**config.mk**
```make
export PLATFORM = sky130hd
export DESIGN_NAME = quire_to_posit_4_0
export DESIGN_NICKNAME = d
export VERILOG_FILES = /design/src/rtl/quire_to_posit_4_0_pkg.sv /design/src/rtl/posit_4_0_round.sv /design/src/rtl/quire_to_posit_4_0.sv
export SDC_FILE = /design/constraint.sdc
export NUM_CORES = 1
export LEC_CHECK = 0
export ABC_AREA = 1
export BUFFER_PORTS_ARGS = -buffer_cell sky130_fd_sc_hd__clkbuf_2
export CAP_MARGIN = 30
export CORE_AREA = 5 5 68 70
export DETAILED_ROUTE_END_ITERATION = 12
export DIE_AREA = 0 0 73 75
export GPL_ROUTABILITY_DRIVEN = 1
export HOLD_SLACK_MARGIN = 0.08
export PLACE_DENSITY = 0.74
export SLEW_MARGIN = 40
export SYNTH_ARGS = -nofsm -noshare
export SYNTH_HDL_FRONTEND = slang
export SYNTH_HIERARCHICAL = 1
export SYNTH_SLANG_ARGS = --single-unit
export TNS_END_PERCENT = 5
```
**constraint.sdc**
```tcl
create_clock -name clk -period 1.9 [get_ports clk]
set_input_delay 0.19 -clock clk [delete_from_list [all_inputs] [get_ports clk]]
set_output_delay 0.19 -clock clk [all_outputs]
set_load 0.1 [all_outputs]
```
**src/rtl/quire_to_posit_4_0_pkg.sv**
```systemverilog
// Shared constants and types for converting a 19-bit quire into a posit<4,0>.
// The rounding thresholds are magnitudes in units of 1/16.
package quire_to_posit_4_0_pkg;

  localparam int QUIRE_SIZE_4_0      = 19;
  localparam int QUIRE_FRAC_BITS_4_0 = 4;

  localparam logic [3:0] POSIT4_NAR    = 4'b1000;
  localparam logic [3:0] POSIT4_MAXPOS = 4'b0111;

  typedef logic [QUIRE_SIZE_4_0-1:0] quire_mag_t;

  // Smallest magnitude that rounds to each encoding 001..111.
  localparam quire_mag_t RND_T1 = 19'd1;
  localparam quire_mag_t RND_T2 = 19'd6;
  localparam quire_mag_t RND_T3 = 19'd11;
  localparam quire_mag_t RND_T4 = 19'd14;
  localparam quire_mag_t RND_T5 = 19'd21;
  localparam quire_mag_t RND_T6 = 19'd28;
  localparam quire_mag_t RND_T7 = 19'd49;

  // maxpos is 4.0, which is 64 in quire units; anything above it is clamped.
  localparam quire_mag_t SAT_LIMIT = 19'd64;

  typedef struct packed {
    logic       sign;
    quire_mag_t mag;
    logic       nar;
    logic       sow;
    logic       eow;
  } stage1_t;

endpackage

```
**src/rtl/posit_4_0_round.sv**
```systemverilog
// Maps an unsigned quire magnitude onto the 3-bit positive posit<4,0> encoding.
// Nearest with ties-to-even, nonzero never rounds to zero, saturating at maxpos.
module posit_4_0_round
  import quire_to_posit_4_0_pkg::*;
(
  input  logic [QUIRE_SIZE_4_0-1:0] mag,
  output logic [2:0]                enc,
  output logic                      sat
);

  // NOTE: every output of a combinational block gets a default first, so no path
  // through the if-chain can leave it unassigned and infer a latch.
  always_comb begin
    enc = 3'd0;
    sat = (mag > SAT_LIMIT);
    if      (mag >= RND_T7) enc = 3'd7;
    else if (mag >= RND_T6) enc = 3'd6;
    else if (mag >= RND_T5) enc = 3'd5;
    else if (mag >= RND_T4) enc = 3'd4;
    else if (mag >= RND_T3) enc = 3'd3;
    else if (mag >= RND_T2) enc = 3'd2;
    else if (mag >= RND_T1) enc = 3'd1;
  end

endmodule

```
**src/rtl/quire_to_posit_4_0.sv**
```systemverilog
// Two-stage quire -> posit<4,0> converter with valid/ready handshake and an
// optional end-of-window filter that only forwards the final beat of a window.
module quire_to_posit_4_0
  import quire_to_posit_4_0_pkg::*;
#(
  parameter bit EOW_ONLY = 1'b1
) (
  input  logic                      clk,
  input  logic                      rst_n,
  input  logic                      rts_i,
  output logic                      rtr_o,
  input  logic                      sow_i,
  input  logic                      eow_i,
  input  logic [QUIRE_SIZE_4_0-1:0] data_i,
  input  logic                      NaR_i,
  input  logic                      rtr_i,
  output logic                      rts_o,
  output logic                      sow_o,
  output logic                      eow_o,
  output logic [3:0]                posit_o,
  output logic                      sat_o
);

  logic                      process_en;
  logic                      xfer;
  logic                      keep;
  logic [1:0]                staged;
  logic [QUIRE_SIZE_4_0-1:0] mag_in;
  stage1_t                   s1;
  logic [2:0]                enc;
  logic                      rnd_sat;
  logic [3:0]                posit_next;
  logic                      sat_next;

  // The pipeline moves whenever the output slot is empty or being drained.
  assign process_en = rtr_i | ~rts_o;
  assign rtr_o      = process_en;
  assign xfer       = rts_i & process_en;
  assign keep       = xfer & (EOW_ONLY ? eow_i : 1'b1);
  assign rts_o      = staged[1];

  // Two's-complement negation of -2^18 wraps to 2^18, which is exactly |Q|.
  assign mag_in = data_i[QUIRE_SIZE_4_0-1] ? (~data_i + 19'd1) : data_i;

  // NOTE: the data registers are reset along with the valid bits; with only a
  // few dozen flops this keeps every output well defined right after reset.
  always_ff @(posedge clk or negedge rst_n) begin
    if (!rst_n) begin
      staged[0] <= 1'b0;
      s1        <= '0;
    end else if (process_en) begin
      // NOTE: non-blocking assignments so every register samples pre-edge values.
      staged[0] <= keep;
      s1.sign   <= data_i[QUIRE_SIZE_4_0-1];
      s1.mag    <= mag_in;
      s1.nar    <= keep & NaR_i;
      s1.sow    <= keep & sow_i;
      s1.eow    <= keep & eow_i;
    end
  end

  posit_4_0_round u_round (
    .mag (s1.mag),
    .enc (enc),
    .sat (rnd_sat)
  );

  always_comb begin
    posit_next = {1'b0, enc};
    sat_next   = rnd_sat & ~s1.nar;
    if (s1.nar)       posit_next = POSIT4_NAR;
    else if (s1.sign) posit_next = 4'd0 - {1'b0, enc};
  end

  // Empty stage-2 slots are cleared so idle outputs read as zero.
  always_ff @(posedge clk or negedge rst_n) begin
    if (!rst_n) begin
      staged[1] <= 1'b0;
      posit_o   <= 4'd0;
      sat_o     <= 1'b0;
      sow_o     <= 1'b0;
      eow_o     <= 1'b0;
    end else if (process_en) begin
      staged[1] <= staged[0];
      posit_o   <= staged[0] ? posit_next : 4'd0;
      sat_o     <= staged[0] & sat_next;
      sow_o     <= staged[0] & (EOW_ONLY ? 1'b1 : s1.sow);
      eow_o     <= staged[0] & (EOW_ONLY ? 1'b1 : s1.eow);
    end
  end

endmodule

```
==> flow_metrics.py, run 1 <==
metrics = {
    "outcome": {
        "status": "finished clean",
    },
    "floorplanning": {
        "ios": 35,
        "initial_core_util_pct": 48.82,
        "fp.dieH_um": 75,
        "die_area_mm2": 0.005475,
        "die_w_um": 73,
        "placementRows": 23,
        "coreArea_mm2": 0.003914,
    },
    "sta": {
        "timing.final.crit_share_pct": 96.51,
        "setup_viol": 0,
        "drv_slew": 0,
        "setup_ws_ns": 0.06627,
        "worst_pin_slew_ns": 0.6735,
        "final.min_clock_period_ns": 1.834,
        "finClkSkew_ns": 0.008368,
        "fmax_mhz": 545.3,
        "hold-worst-slack_ns": 0.1430,
        "final_hold_viol_count": 0,
        "rsz0062_at_grt": "true",
        "slew_headroom_pct": 55.10,
    },
    "setup_path": {
        "crit_chain": "nor2_2 > nand2_2 > nor2_4 > nand3_2 > nor2_4 > nand2_1 > nand2_1 > nand2_1 > nand2_1 > inv_2 > ha_4 > nor2_4 > xor2_1 > o21ai_1",
        "end_kind": "flop",
        "setup.worst_path.start": "s1[12]",
        "slowest_stage": "dfrtp_1",
        "critPathLaunchType": "flop",
        "cpMostUsedCell": "nand2_1",
        "crit_fanout": 3,
        "crit_type": "reg -> reg",
        "r2r-start": "s1[12]",
        "arrival_ns": 2.00,
        "critPathRequiredTime_ns": 2.07,
        "cpPeakStageDelay_ns": 0.39,
    },
    "global_routing": {
        "antenna_found_initial": 0,
        "grt_pass1_wl_um": 7314,
        "overflow": 0,
        "grt_max_degree": 32,
        "grt_pass1_vias": 1758,
        "grt_usage_pct": 16.71,
    },
    "routing": {
        "routed.top_layer": "met4",
        "via_per_inst": 4.853,
        "dr.pass1.iters": 4,
        "postRouteAntennaNets": 0,
        "wl_met1_um": 1861,
        "avgRoutedWirePerCell_um": 11.11,
        "drcViolationCount": 0,
        "wl_um": 4078,
        "route.met2.wl_um": 1987,
        "drtIter0Drc": 61,
        "wl_met3_um": 136,
        "vias": 1781,
    },
    "hold_path": {
        "min_from": "NaR_i",
        "hold_path_class": "in -> reg",
    },
    "clocking": {
        "cts_tree": "built",
        "cts_made_buffers": 3,
        "clk_pin_slew_ns": 0.09,
        "numClockSinks": 28,
        "cts_buffer_depth": 2,
        "htree_levels": 1,
        "clock_latency_ns": 0.27,
        "root_buffer": "clkbuf_8",
    },
    "final_layout": {
        "final_util_pct": 57.70,
        "fin_nets": 347,
        "final_common_cell": "nand2_1",
        "layout-drive-gt1-share_pct": 24.92,
        "mostFrequentLayoutCells": "nand2_1, clkbuf_2, nand3_1, inv_1, dfrtp_1",
        "num_antenna_cells": 0,
        "syn2layout_area_growth_pct": 18.21,
    },
    "logic_synthesis": {
        "syn_inst": 276,
        "syn_nets": 304,
        "syn_area_mm2": 0.001911,
        "synthArstFlopShare_pct": 100.0,
        "ys.flop_type": "dfrtp_1",
        "synth_edf_count": 0,
        "ys_warn_count": 6,
        "synth_cell_type_count": 30,
        "ys_seq_area_share_pct": 36.67,
        "synth-seq-cells": 28,
        "synth_area_per_cell_um2": 6.922,
    },
    "run": {
        "drv_cap": 0,
    },
    "pwr": {
        "vdd_ir_drop_max_v": 0.0004210,
        "leakage_nw": 1.187,
        "powerDensity_mw_per_mm2": 717.5,
        "power.total_mw": 1.620,
    },
    "placed_design": {
        "place_congestion": 0.8736,
        "hpwlAfterDp_um": 3229,
        "io_buffer_count": 33,
        "dp_slack_ns": -0.04008,
    },
}
stage by stage:
stage               TNS (ns)  instance area (µm²)  instances
finish                     0                 2258        367
global placement           0                 2133        358
floorplan                  0                 1911        276
CTS                 -0.02096                 2185        362
global route        -0.03424                 2258        367
detailed placement  -0.04971                 2133        358
where the power goes:
group,leakage (nW),internal [mW],switching (mW)
Sequential,0.342,0.672,0.0610
Combinational,0.823,0.169,0.403
Clock,0.0216,0.142,0.172
routing by layer:
metal	vias up	track usage, %
met4	0	6.967
li1	954	-
met5	-	0
met2	28	28.80
met3	7	1.202
met1	792	21.75
layout make-up:
| cell class | count | area, µm² |
|---|---|---|
| Fill cell | 404 | 1655 |
| Multi-Input combinational cell | 207 | 1059 |
| Sequential cell | 28 | 700.7 |
| Timing Repair Buffer | 47 | 275.3 |
| Inverter | 32 | 120.1 |
| Tap cell | 50 | 62.56 |
| Clock buffer | 3 | 41.29 |
cell families after synthesis:
logic type,share of synthesized area (%)
AO/OA/AOI/OAI,8.186
XOR/XNOR,2.750
adder cells (fa/ha/maj),1.310
buffers and inverters,9.822
flip-flops,36.67
AND/OR/NAND/NOR,41.26
worst max-delay path, delay by kind of cell (launching register included):
family                   cells  cell delay (ns)
AO/OA/AOI/OAI                1             0.08
buffers and inverters        1             0.05
AND/OR/NAND/NOR             10             0.90
adder cells (fa/ha/maj)      1             0.16
flip-flops                   1             0.39
XOR/XNOR                     1             0.14
synthesized netlist by cell type (2+ instances only):
cell / instances / area share (%)
buf_4: 6 / 2.4
nand3_2: 2 / 1.0
a21oi_1: 4 / 1.0
o21ai_1: 3 / 0.79
nand2_2: 7 / 2.3
nand2_1: 87 / 17
ha_1: 2 / 1.3
nand3_1: 31 / 8.1
nor2_4: 3 / 1.8
nor2_1: 25 / 4.9
nand4_1: 3 / 0.98
nor2_2: 6 / 2.0
inv_1: 31 / 6.1
nor3_1: 2 / 0.52
dfrtp_1: 28 / 37
o21ai_0: 17 / 4.5
xor2_1: 6 / 2.8
final timing paths:
check / endpoint / slack (ns) / depth (start not counted)
hold reg to reg: posit_o[3] / 0.50 / 2
min in group asynchronous: s1[5] / 0.48 / 2
hold / removal: s1[2] / 0.14 / 3
max in group asynchronous: s1[20] / 0.99 / 2
setup reg to reg: posit_o[2] / 0.07 / 14
setup / recovery: posit_o[2] / 0.07 / 14
state kept, by name (all words and copies together) (netlist names):
name     cells
posit_o      4
s1          21
sat_o        1
sow_o        1
staged       1
timing repair:
| action | 4_1_cts | 5_1_grt |
|---|---|---|
| hold buffers | 1 | 0 |
| hold endpoints to repair | 28 | 0 |
| setup buffers | 0 | 5 |
| endpoints found under the setup margin | 2 | 2 |
| gates resized for setup | 2 | 11 |
| pin swaps | 0 | 12 |
Power figures use the tool's default switching activity.
==> run 2: changes to the inputs <==
--- a/config.mk
+++ b/config.mk
@@ -8,12 +8,14 @@
 export ABC_AREA = 1
 export BUFFER_PORTS_ARGS = -buffer_cell sky130_fd_sc_hd__clkbuf_2
 export CAP_MARGIN = 30
-export CORE_AREA = 5 5 68 70
+export CELL_PAD_IN_SITES_DETAIL_PLACEMENT = 0
+export CELL_PAD_IN_SITES_GLOBAL_PLACEMENT = 2
+export CORE_AREA = 5 5 91 93
 export DETAILED_ROUTE_END_ITERATION = 12
-export DIE_AREA = 0 0 73 75
+export DIE_AREA = 0 0 96 98
 export GPL_ROUTABILITY_DRIVEN = 1
 export HOLD_SLACK_MARGIN = 0.08
-export PLACE_DENSITY = 0.74
+export PLACE_DENSITY_LB_ADDON = 0.1
 export SLEW_MARGIN = 40
 export SYNTH_ARGS = -nofsm -noshare
 export SYNTH_HDL_FRONTEND = slang
==> run 2 against run 1 <==
  * Total power grew 13%
  * Non-clock buffer count increased by 12
  * First-iteration DRC count up 15%
  * Critical endpoint unchanged
  * Largest power group unchanged
==> flow_metrics.py, run 2 (synthesized netlist as in run 1, its figures left out) <==
metrics = {
    "placed_design": {
        "io_buffer_count": 33,
        "dp_slack_ns": -0.01387,
        "postPlaceCellArea_mm2": 0.002288,
        "place_congestion": 0.6941,
        "hpwlAfterDp_um": 3832,
        "dp_cells": 422,
    },
    "clocking": {
        "htree_levels": 1,
        "cts_made_buffers": 3,
        "numClockSinks": 28,
        "cts_tree": "built",
        "cts_buffer_depth": 2,
        "clock_latency_ns": 0.28,
        "clk_pin_slew_ns": 0.10,
        "root_buffer": "clkbuf_8",
    },
    "floorplanning": {
        "die_area_mm2": 0.009408,
        "ios": 35,
        "placementRows": 32,
        "initial_core_util_pct": 25.66,
        "die_w_um": 96,
        "coreArea_mm2": 0.007447,
        "fp.dieH_um": 98,
    },
    "routing": {
        "via_per_inst": 4.227,
        "drcViolationCount": 0,
        "vias": 1826,
        "postRouteAntennaNets": 0,
        "drtIter0Drc": 70,
        "avgRoutedWirePerCell_um": 11.24,
        "dr.pass1.iters": 4,
        "wl_um": 4856,
    },
    "final_layout": {
        "fin_nets": 359,
        "fill_cells": 850,
        "fin_area_mm2": 0.002460,
        "final_common_cell": "nand2_1",
        "layout-drive-gt1-share_pct": 27.88,
        "syn2layout_area_growth_pct": 28.75,
        "mostFrequentLayoutCells": "nand2_1, nand3_1, clkbuf_2, inv_1, dfrtp_1",
        "top_register": "s1",
        "num_antenna_cells": 0,
        "final_util_pct": 33.03,
        "fin_cells": 432,
        "largest_reg_flops": 21,
        "reg.largest.list": "s1 x21, posit_o x4",
    },
    "global_routing": {
        "overflow": 0,
        "grt_pass1_vias": 1884,
        "antenna_found_initial": 0,
        "grt_max_degree": 32,
        "grt_pass1_wl_um": 8473,
        "grt_usage_pct": 11.23,
    },
    "pwr": {
        "power.total_mw": 1.827,
        "leakage_nw": 1.270,
        "powerDensity_mw_per_mm2": 742.6,
        "vdd_ir_drop_max_v": 0.0002221,
    },
    "setup_path": {
        "cpMostUsedCell": "nand2_1",
        "crit_fanout": 6,
        "critPathRequiredTime_ns": 2.07,
        "critPathLaunchType": "flop",
        "arrival_ns": 2.03,
        "cpPeakStageDelay_ns": 0.42,
        "slowest_stage": "dfrtp_1",
        "rrSetupSlack_ns": 0.04,
        "end_kind": "flop",
        "crit_chain": "nor2_4 > nand2_4 > nor2_8 > nand3_4 > nor2_4 > nand2_1 > nand2_1 > nand2_1 > nand2_1 > inv_2 > ha_4 > nor2_4 > xor2_1 > o21ai_1",
        "crit_type": "reg -> reg",
    },
    "sta": {
        "slew_headroom_pct": 56.39,
        "finClkSkew_ns": 0.005200,
        "drv_slew": 0,
        "setup_viol": 0,
        "fmax_mhz": 538.6,
        "setup_ws_ns": 0.04348,
        "worst_pin_slew_ns": 0.6541,
        "hold-worst-slack_ns": 0.1245,
        "final.min_clock_period_ns": 1.857,
        "rsz0062_at_grt": "true",
        "timing.final.crit_share_pct": 97.71,
        "final_hold_viol_count": 0,
        "tns_ns": 0,
    },
    "run": {
        "drv_cap": 0,
    },
    "hold_path": {
        "hold_path_class": "in -> reg",
    },
    "outcome": {
        "status": "finished clean",
    },
}
run 2: cell types whose count changed in the layout (fill, tap and decap cells not counted), sizes merged:
| cell | change |
|---|---|
| clkbuf | -1 |
| bufinv | +1 |
| buf | +13 |
run 2: power by group:
group	switching [mW]	leakage [nW]	internal (mW)
Sequential	0.0517	0.341	0.673
Combinational	0.428	0.893	0.199
Clock	0.193	0.0357	0.282
run 2: what timing repair did:
action	CTS	global route
pin swaps	3	11
hold buffers	1	0
buffers inserted	0	5
endpoints found under the setup margin	2	3
resized for setup	6	10
hold endpoints to repair	28	0
run 2: per-layer routing:
layer  up-vias  share of wire [%]  routed length, µm  global-route usage [%]
met2        31                 47               2300                   18.64
met5         -                  0                  0                       0
li1        980                  -                  -                       -
met4         0                1.3                 61                   3.282
met3         6                2.8                137                   1.387
met1       809                 49               2357                   15.08
run 2: layout make-up:
type / instances / area (µm²) / area share (%)
multi-input cells: 207 / 1074 / 43.64
flip-flops and latches: 28 / 701.9 / 28.54
repair buffers: 59 / 365.4 / 14.85
well taps: 102 / 127.6 / 5.188
inverters: 32 / 120.1 / 4.883
clock buffers: 3 / 41.29 / 1.679
clock inverters: 1 / 30.03 / 1.221
run 2: worst paths after layout:
check / depth (start not counted) / endpoint / start
min: 3 / s1[2] / NaR_i
max in group asynchronous: 2 / s1[9] / rst_n
max reg2reg: 14 / posit_o[2] / s1[17]
max: 14 / posit_o[2] / s1[17]
min in group asynchronous: 2 / s1[3] / rst_n
min reg2reg: 2 / posit_o[3] / posit_o[3]
run 2: critical path: cells and delay by family (launching register included):
family                     cells  cell delay [ns]
DFF                            1             0.42
buffers and inverters          1             0.05
adders and majority gates      1             0.16
and+or+nand+nor               10             0.89
xor gates and xnor gates       1             0.14
AOI/OAI and AO/OA              1             0.08
==> run 3: changes to the inputs <==
--- a/config.mk
+++ b/config.mk
@@ -10,9 +10,9 @@
 export CAP_MARGIN = 30
 export CELL_PAD_IN_SITES_DETAIL_PLACEMENT = 0
 export CELL_PAD_IN_SITES_GLOBAL_PLACEMENT = 2
-export CORE_AREA = 5 5 91 93
+export CORE_AREA = 5 5 86 88
 export DETAILED_ROUTE_END_ITERATION = 12
-export DIE_AREA = 0 0 96 98
+export DIE_AREA = 0 0 91 93
 export GPL_ROUTABILITY_DRIVEN = 1
 export HOLD_SLACK_MARGIN = 0.08
 export PLACE_DENSITY_LB_ADDON = 0.1
==> constraint.sdc (replaced) <==
create_clock -name clk -period 2.25 [get_ports clk]
set_input_delay 0.225 -clock clk [delete_from_list [all_inputs] [get_ports clk]]
set_output_delay 0.225 -clock clk [all_outputs]
set_load 0.1 [all_outputs]
==> run 3 against run 2 <==
  * Core utilization increased by 0.61 points
  * Via count is 5.0% lower
  * Global-route usage increased by 0.40 points
  * Combinational power decreased by 30%
  * Clock power is 16% lower
  * Worst hold slack improved by 0.038 ns
  * Largest power group unchanged
  * Sequential cell count did not move
  * Register-to-register slack gained 0.26 ns
  * Final area shrank 10%
  * Non-clock buffer count is 23 lower
  * Final cell count down 10%
==> flow_metrics.py, run 3 (synthesized netlist as in run 1, its figures left out) <==
metrics = {
    "final_layout": {
        "layout-drive-gt1-share_pct": 20.20,
        "multi_input_area_mm2": 0.001027,
        "ff_latch_area_um2": 700.7,
        "top_register": "s1",
        "reg.largest.list": "s1 x21, posit_o x4",
        "num_antenna_cells": 0,
        "final_common_cell": "nand2_1",
        "fill_cells": 731,
        "fin_area_mm2": 0.002210,
        "syn2layout_area_growth_pct": 15.65,
        "fin_nets": 336,
        "mostFrequentLayoutCells": "nand2_1, clkbuf_2, inv_1, nand3_1, dfrtp_1",
        "largest_reg_flops": 21,
    },
    "placed_design": {
        "place_congestion": 0.7296,
        "postPlaceCellArea_mm2": 0.002123,
        "io_buffer_count": 33,
        "hpwlAfterDp_um": 3638,
    },
    "sta": {
        "hold-worst-slack_ns": 0.1623,
        "worst_pin_slew_ns": 0.6286,
        "rsz0062_at_grt": "false",
        "slew_headroom_pct": 58.09,
        "fmax_mhz": 512.9,
        "final_hold_viol_count": 0,
        "finClkSkew_ns": 0.003017,
        "setup_viol": 0,
        "timing.final.crit_share_pct": 86.65,
        "final.min_clock_period_ns": 1.950,
        "tns_ns": 0,
        "drv_slew": 0,
    },
    "floorplanning": {
        "coreArea_mm2": 0.006569,
        "ios": 35,
        "fp.dieH_um": 93,
        "placementRows": 30,
        "die_w_um": 91,
        "die_area_mm2": 0.008463,
        "initial_core_util_pct": 29.09,
    },
    "setup_path": {
        "reg2reg_to": "posit_o[1]",
        "rrSetupSlack_ns": 0.30,
        "crit_type": "reg -> reg",
        "critPathRequiredTime_ns": 2.42,
        "arrival_ns": 2.11,
        "r2r-start": "s1[18]",
        "crit_fanout": 6,
        "end_kind": "flop",
        "setup.worst_path.start": "s1[18]",
        "critPathLaunchType": "flop",
        "worst-r2r-cell-count": 13,
        "crit_end": "posit_o[1]",
    },
    "clocking": {
        "clock_latency_ns": 0.27,
        "cts_tree": "built",
        "cts_buffer_depth": 2,
        "cts_made_buffers": 3,
        "root_buffer": "clkbuf_8",
        "clk_pin_slew_ns": 0.10,
        "htree_levels": 1,
        "numClockSinks": 28,
    },
    "routing": {
        "postRouteAntennaNets": 0,
        "vias": 1735,
        "dr.pass1.iters": 4,
        "drcViolationCount": 0,
        "avgRoutedWirePerCell_um": 11.94,
        "via_per_inst": 4.483,
        "wl_um": 4621,
        "drtIter0Drc": 41,
    },
    "global_routing": {
        "overflow": 0,
        "grt_usage_pct": 11.63,
        "grt_pass1_wl_um": 8238,
        "grt_pass1_vias": 1816,
        "antenna_found_initial": 0,
        "grt_max_degree": 32,
    },
    "run": {
        "drv_cap": 0,
    },
    "pwr": {
        "leakage_nw": 1.152,
        "power.total_mw": 1.462,
        "vdd_ir_drop_max_v": 0.0003173,
        "powerDensity_mw_per_mm2": 661.8,
    },
    "outcome": {
        "status": "finished clean",
    },
    "hold_path": {
        "min_from": "NaR_i",
        "hold_path_class": "in -> reg",
    },
}
run 3: cell types whose count changed in the layout (fill, tap and decap cells not counted), sizes merged:
cell and delta:
clkbuf +1, buf -24
run 3: what timing repair did:
action,in CTS,in global routing
setup endpoints to repair,0,1
endpoints found under the hold margin,28,0
buffers inserted,0,0
hold buffers,1,0
resized for setup,0,1
run 3: metrics by stage:
stage,instances,util [%],setup slack (ns)
2_1_floorplan,276,-,0.4223
4_1_cts,387,33.56,0.2668
3_3_place_gp,382,32.32,0.3023
3_5_place_dp,382,32.32,0.2815
6_report,387,33.64,0.3003
5_1_grt,387,33.64,0.01515
run 3: worst min-delay path by stage:
stage / slack (ns) / cells past startpoint / endpoint
after global routing: 0.18 / 3 / s1[2]
after floorplan: -0.07 / 0 / posit_o[0]
final: 0.16 / 3 / s1[2]
after global placement: 0.32 / 1 / s1[3]
after detailed placement: 0.32 / 1 / s1[3]
after CTS: 0.16 / 3 / s1[2]
run 3: worst max-delay path, stage by stage, from the launching register on:
cell and delay, ns:
dfrtp_1 0.42, nor2_4 0.14, nand2_2 0.09, nor2_8 0.15, nand3_2 0.10, nor2_4 0.11
nand2_1 0.06, nand2_1 0.05, nand2_1 0.04, nand2_1 0.05, inv_1 0.06, ha_1 0.28
o21ai_0 0.18, o21ai_0 0.11
run 3: metal layers:
layer | wire length [µm] | up-vias | share of wire [%] | track usage (%)
met1 | 2277 | 768 | 49 | 15.90
met4 | 71 | 0 | 1.5 | 3.545
met3 | 90 | 7 | 1.9 | 1.368
li1 | - | 938 | - | -
met5 | 0 | - | 0 | 0
met2 | 2182 | 22 | 47 | 19.23
run 3: final cells by class:
type / count / share of cell area (%)
multi-input cells: 207 / 46.49
flip-flops and latches: 28 / 31.71
repair buffers: 36 / 8.607
inverters: 32 / 5.436
well taps: 80 / 4.530
clock buffers: 3 / 1.869
clock inverters: 1 / 1.359
run 3: power breakdown:
group	switching, mW	leakage [nW]	internal (mW)	total (mW)
clock	0.161	0.0357	0.238	0.399
sequential	0.0580	0.342	0.568	0.626
combinational	0.327	0.774	0.111	0.438
